$ cat config.mk
export PLATFORM = sky130hd
export DESIGN_NAME = jt12_timers_flat
export DESIGN_NICKNAME = d
export VERILOG_FILES = /design/src/rtl/jt12_timers_if.sv /design/src/rtl/jt12_timers.sv /design/src/flat_wrapper.sv
export SDC_FILE = /design/constraint.sdc
export NUM_CORES = 1
export LEC_CHECK = 0
export CORE_UTILIZATION = 51
export CTS_CLUSTER_SIZE = 10
export DETAILED_ROUTE_END_ITERATION = 6
export HOLD_SLACK_MARGIN = 0.1
export MAX_ROUTING_LAYER = met4
export PLACE_DENSITY = 0.78
export SLEW_MARGIN = 20
export SYNTH_ARGS = -nofsm -noshare
export SYNTH_HDL_FRONTEND = slang
export SYNTH_SLANG_ARGS = --single-unit
$ cat constraint.sdc
create_clock -name clk -period 2.4 [get_ports clk]
set_clock_uncertainty 0.2 [all_clocks]
set_input_delay 0.48 -clock clk [delete_from_list [all_inputs] [get_ports clk]]
set_output_delay 0.48 -clock clk [all_outputs]
set_load 0.02 [all_outputs]
$ cat src/rtl/jt12_timers_if.sv
// Register-side bus of the JT12 timer block: presets, run bits, IRQ controls and status.
interface jt12_timers_if;
  logic       clk_en;
  logic [9:0] value_A;
  logic [7:0] value_B;
  logic       load_A;
  logic       load_B;
  logic       enable_irq_A;
  logic       enable_irq_B;
  logic       clr_flag_A;
  logic       clr_flag_B;
  logic       flag_A;
  logic       flag_B;
  logic       overflow_A;
  logic       irq_n;

  modport master (
    output clk_en, value_A, value_B, load_A, load_B,
           enable_irq_A, enable_irq_B, clr_flag_A, clr_flag_B,
    input  flag_A, flag_B, overflow_A, irq_n
  );

  modport slave (
    input  clk_en, value_A, value_B, load_A, load_B,
           enable_irq_A, enable_irq_B, clr_flag_A, clr_flag_B,
    output flag_A, flag_B, overflow_A, irq_n
  );
endinterface

$ cat src/rtl/jt12_timers.sv
// YM2612-style Timer A / Timer B with status flags and active-low IRQ.
// Define JT12_TIMER_CSM_EN to drive the Timer A overflow strobe used for CSM key-on.
module jt12_timers (
  input logic          clk,
  input logic          rst,
  jt12_timers_if.slave bus
);
  localparam int unsigned AW = 10;
  localparam int unsigned BW = 8;
  localparam int unsigned PW = 4;

  logic [AW-1:0] cnt_a, cnt_a_nxt;
  logic [BW-1:0] cnt_b, cnt_b_nxt;
  logic [PW-1:0] pre_b, pre_b_nxt;
  logic          load_a_last, load_a_last_nxt;
  logic          load_b_last, load_b_last_nxt;
  logic          flag_a, flag_a_nxt;
  logic          flag_b, flag_b_nxt;
  logic          ovf_a_c, ovf_b_c;

  // Timer A: reload on run-bit rising edge, count up to 1023 then reload and overflow
  always_comb begin
    cnt_a_nxt       = cnt_a;
    load_a_last_nxt = load_a_last;
    ovf_a_c         = 1'b0;
    if (bus.clk_en) begin
      load_a_last_nxt = bus.load_A;
      if (bus.load_A) begin
        if (!load_a_last) begin
          cnt_a_nxt = bus.value_A;
        end else if (cnt_a == '1) begin
          cnt_a_nxt = bus.value_A;
          ovf_a_c   = 1'b1;
        end else begin
          cnt_a_nxt = cnt_a + AW'(1);
        end
      end
    end
  end

  // Timer B: same scheme behind a divide-by-16 prescaler
  always_comb begin
    cnt_b_nxt       = cnt_b;
    pre_b_nxt       = pre_b;
    load_b_last_nxt = load_b_last;
    ovf_b_c         = 1'b0;
    if (bus.clk_en) begin
      load_b_last_nxt = bus.load_B;
      if (bus.load_B) begin
        if (!load_b_last) begin
          cnt_b_nxt = bus.value_B;
          pre_b_nxt = '0;
        end else begin
          pre_b_nxt = pre_b + PW'(1);
          if (pre_b == '1) begin
            if (cnt_b == '1) begin
              cnt_b_nxt = bus.value_B;
              ovf_b_c   = 1'b1;
            end else begin
              cnt_b_nxt = cnt_b + BW'(1);
            end
          end
        end
      end
    end
  end

  // Flags: an enabled overflow outranks a clear request in the same cycle
  always_comb begin
    flag_a_nxt = flag_a;
    flag_b_nxt = flag_b;
    if (bus.clr_flag_A)              flag_a_nxt = 1'b0;
    if (ovf_a_c && bus.enable_irq_A) flag_a_nxt = 1'b1;
    if (bus.clr_flag_B)              flag_b_nxt = 1'b0;
    if (ovf_b_c && bus.enable_irq_B) flag_b_nxt = 1'b1;
  end

  always_ff @(posedge clk) begin
    if (rst) begin
      cnt_a       <= '0;
      cnt_b       <= '0;
      pre_b       <= '0;
      load_a_last <= 1'b0;
      load_b_last <= 1'b0;
      flag_a      <= 1'b0;
      flag_b      <= 1'b0;
    end else begin
      cnt_a       <= cnt_a_nxt;
      cnt_b       <= cnt_b_nxt;
      pre_b       <= pre_b_nxt;
      load_a_last <= load_a_last_nxt;
      load_b_last <= load_b_last_nxt;
      flag_a      <= flag_a_nxt;
      flag_b      <= flag_b_nxt;
    end
  end

`ifdef JT12_TIMER_CSM_EN
  logic overflow_a;

  always_ff @(posedge clk) begin
    if (rst) overflow_a <= 1'b0;
    else     overflow_a <= ovf_a_c;
  end

  assign bus.overflow_A = overflow_a;
`else
  assign bus.overflow_A = 1'b0;
`endif

  assign bus.flag_A = flag_a;
  assign bus.flag_B = flag_b;
  assign bus.irq_n  = ~(flag_a | flag_b);
endmodule

$ cat src/flat_wrapper.sv
// flat-port wrapper written by rule: the top's interface ports become plain ports
module jt12_timers_flat 
  (clk, rst, bus_clk_en, bus_value_A, bus_value_B, bus_load_A, bus_load_B, bus_enable_irq_A, bus_enable_irq_B, bus_clr_flag_A, bus_clr_flag_B, bus_flag_A, bus_flag_B, bus_overflow_A, bus_irq_n);
  jt12_timers_if bus_i ();
  input logic clk;
  input logic rst;
  input wire logic [$bits(bus_i.clk_en)-1:0] bus_clk_en;
  input wire logic [$bits(bus_i.value_A)-1:0] bus_value_A;
  input wire logic [$bits(bus_i.value_B)-1:0] bus_value_B;
  input wire logic [$bits(bus_i.load_A)-1:0] bus_load_A;
  input wire logic [$bits(bus_i.load_B)-1:0] bus_load_B;
  input wire logic [$bits(bus_i.enable_irq_A)-1:0] bus_enable_irq_A;
  input wire logic [$bits(bus_i.enable_irq_B)-1:0] bus_enable_irq_B;
  input wire logic [$bits(bus_i.clr_flag_A)-1:0] bus_clr_flag_A;
  input wire logic [$bits(bus_i.clr_flag_B)-1:0] bus_clr_flag_B;
  output wire logic [$bits(bus_i.flag_A)-1:0] bus_flag_A;
  output wire logic [$bits(bus_i.flag_B)-1:0] bus_flag_B;
  output wire logic [$bits(bus_i.overflow_A)-1:0] bus_overflow_A;
  output wire logic [$bits(bus_i.irq_n)-1:0] bus_irq_n;
  assign bus_i.clk_en = bus_clk_en;
  assign bus_i.value_A = bus_value_A;
  assign bus_i.value_B = bus_value_B;
  assign bus_i.load_A = bus_load_A;
  assign bus_i.load_B = bus_load_B;
  assign bus_i.enable_irq_A = bus_enable_irq_A;
  assign bus_i.enable_irq_B = bus_enable_irq_B;
  assign bus_i.clr_flag_A = bus_clr_flag_A;
  assign bus_i.clr_flag_B = bus_clr_flag_B;
  assign bus_flag_A = bus_i.flag_A;
  assign bus_flag_B = bus_i.flag_B;
  assign bus_overflow_A = bus_i.overflow_A;
  assign bus_irq_n = bus_i.irq_n;
  jt12_timers u_core (.clk(clk), .rst(rst), .bus(bus_i));
endmodule
==> metrics.md <==
| Metric | Value |
|---|---|
| Status | `finished, final reports clean` |
| Worst reg2reg setup slack | `270 ps` |
| Buffers on Ports | `29` |
| Prevailing post-synth register cell | `dfxtp_1` |
| Final HPWL DP | `2841 µm` |
| Detailed-route via count | `approximately 1600` |
| Routability Congestion | `0.8528` |
| Leakage | `0.0006258 µW` |
| DR pass1 iterations | `5` |
| Busiest grt layer | `met2` |
| Simple-gate portion of the synthesized area | `a little under a third` |
| Setup TNS | `0 ps` |
| VDD IR max | `0.0002489 V` |
| Final setup margin | `~270 ps` |
| Critical path depth in cells | `5` |
| Total power | `929.8 µW` |
| Resize count post-CTS | `0` |
| Compound-Gate Fraction of Synth Area | `24.55%` |
| Global Route Usage Sum | `25.44%` |
| Most frequent cells after synthesis | `dfxtp_1, nand2_1, nand3_1` |
| Worst Path Buf+Inv | `0` |
| Mapped Cells | `197` |
| Rel. slew slack | `60.71%` |
| Critical Setup Path Class | `reg2reg` |
| Post-synth EDFFs | `0` |
| Min-Delay Path Class | `reg2reg` |
| Post-route DRC | `0` |
| Die Y | `56.85 µm` |
| # placed instances | `255` |
| ANT cells | `0` |
| Crit. End Element | `flip-flop` |
| Sequential area share after synthesis | `33.93%` |
| Fin nets | `259` |
| Core ar. | `roughly 0.0028 mm²` |
| Area share of the largest cell type after synthesis | `33.93%` |
| Netlist cell types | `47` |
| CP delay by family, top | `compound AO/OA/AOI/OAI gates` |
| Clock insertion delay at the later pin of the skew report | `320 ps` |
| Leading area contributor after synthesis | `dfxtp_1` |
| Final setup fails | `0` |
| CP Capture Point | `u_core.cnt_a[5]` |
| Xor/xnor share of the synthesized area | `0%` |
| Count leader, synth | `dfxtp_1` |
| Clock Tree Buf Depth | `2` |
| FFs w/ async S/R, synth | `0%` |
| Arrival @ worst endpoint | `2150 ps` |
| Met3 global-route usage | `under 10%` |
| Met2 usage in global routing | `45.41%` |
| Total gr overflow | `0` |
| CTS buffer count | `3` |
| Max Cap Viol | `0` |
| Antenna violations before repair | `0` |
| Mux share of post-synthesis cell area | `3.263%` |
| Clock tree root driver cell | `clkbuf_4` |
| Least-Margin Pin Slew | `585.4 ps` |
| Final Max Slew Viols | `0` |
| Worst path max stage delay | `490 ps` |
| Initial core utilization | `54.68%` |
| Met1 Resource Use GR | `30.00%` |
| Clk slew on worst S/H paths | `150 ps` |
| Hold Buf Count CTS | `0` |
| Post-CTS Setup Repair Bufs | `0` |
| Core Rows | `19` |
| Sink Count | `26` |
| Final Hold Viols | `0` |
| Die area | `0.003231 mm²` |
| Boundary pin count | `31` |
| Area contributors post-synth | `dfxtp_1, nand3_1, nand2_1, a21oi_1, nor2_1` |
| Reg2reg start | `u_core.cnt_a[0]` |
| Non-Filler Instances | `259` |
| Vias in the first global route | `1532` |
| FMAX | `0.4689 GHz` |
| Syn Nets | `227` |
| Adder-cell share of the synthesized area | `about 2.4%` |
| Average wire per standard cell | `14.88 µm` |
| First-pass GRT wire length | `between 6000 and 7000 µm` |
| Critical path fanouts, max | `9` |
| H-tree depth | `1` |
| R2R depth | `5` |
| Data required time at the worst endpoint | `2420 ps` |
| Reg2reg end | `u_core.cnt_a[5]` |
| Worst slack at placement | `around 81 ps` |
| Chip Width | `56.85 µm` |
| Crit path launch type | `flip-flop` |
| RSZ-0062 raised after global routing | `no` |
| Synthesized area | `0.001534 mm²` |
| Violation count after the first detailed-route iteration | `108` |
| Area Growth Syn to Fin | `25.53%` |
| Worst path cell trace | `ha_1 > nand3_4 > o31ai_4 > nor4_1 > a2111oi_1` |
| CTS tree | `built` |
| Largest net degree at the start of global routing | `19` |
| Total Wirelength | `~3900 µm` |
| Mean area per synthesized cell | `7.787 µm²` |
| Tcrit/Tclk final | `just under 90%` |
| Share of layout cells above drive strength 1 | `6.579%` |
| Pwr dens | `between 400 and 500 mW/mm²` |
| Slowest CP cell | `o31ai_4` |
| Post-DR vias/cell | `6.181` |
| Register bit total from synthesis | `26` |
| Main combinational cell family by area after synthesis | `simple AND/OR/NAND/NOR gates` |
| Minimum clock period | `2133 ps` |
| Worst setup path start | `u_core.cnt_a[0]` |
| Post-route antenna net violation count | `0` |
| YS warnings | `0` |
state kept, by name (all words and copies together) (netlist names):
name	cells
u_core.bus.flag_B	1
u_core.load_b_last	1
u_core.load_a_last	1
u_core.cnt_a	10
u_core.bus.flag_A	1
u_core.cnt_b	8
u_core.pre_b	4
through the flow:
stage | utilization (%) | hold slack, ps | area [µm²]
detailed placement | 66.77 | 284.5 | 1873
finish | 68.64 | 300.7 | 1926
global placement | 66.77 | 262.3 | 1873
global route | 68.64 | 332.2 | 1926
CTS | 68.64 | 305.8 | 1926
floorplan | - | 249.2 | 1534
report_power, final:
group	switching, µW	internal, µW	total (µW)
Combinational	64.1	80.4	144
Clock	135	169	304
Sequential	30.3	451	481
worst register-to-register path, cell delays in order (launching register included):
cell and delay [ps]:
dfxtp_1 460, ha_1 290, nand3_4 160, o31ai_4 490
nor4_1 110, a2111oi_1 310
worst min path at each step:
stage / slack (ps) / from / cells past startpoint / to
after global routing: 330 / u_core.pre_b[1] / 2 / u_core.pre_b[1]
after CTS: 310 / u_core.bus.flag_A / 2 / u_core.bus.flag_A
after global placement: 260 / u_core.pre_b[1] / 2 / u_core.pre_b[1]
after floorplan: 250 / u_core.pre_b[1] / 2 / u_core.pre_b[1]
final: 300 / u_core.bus.flag_A / 2 / u_core.bus.flag_A
after detailed placement: 280 / u_core.bus.flag_A / 2 / u_core.bus.flag_A
routing by layer:
layer	share of wire, %	vias to the layer above	wire, µm
met3	5.1	4	196
met4	0.70	0	27
met5	0	-	0
met2	51	48	1956
met1	43	749	1673
li1	-	800	-
kinds of logic (layout without fill, tap and decap cells):
logic type      Yosys count  count (layout)
other cells               1               1
simple gates             93              93
buf+inv                  13              44
fa+ha+maj                 3               3
compound gates           56              56
mux                       5               5
flops                    26              26
placed cells by master, fill, tap and decap left out, types with 5 or more instances in the layout:
cell type / n
nor2b_1: 5
nand2b_1: 7
a21o_1: 5
nand2_1: 21
nor2_1: 15
a21oi_1: 15
mux2i_1: 5
nand3_1: 17
nor3_1: 8
nand4_1: 5
dfxtp_1: 26
buf_4: 8
clkdlybuf4s50_1: 29
o21ai_0: 10
a31oi_1: 5
cell type report:
cell class | instances | area [µm²]
multi-input cells | 158 | 952.2
clock buffers | 3 | 22.52
clock inverters | 1 | 30.03
inverters | 3 | 11.26
well taps | 31 | 38.79
repair buffers | 37 | 350.3
fillers | 251 | 879.6
flip-flops and latches | 26 | 520.5
(Power assumes the default switching activity.)
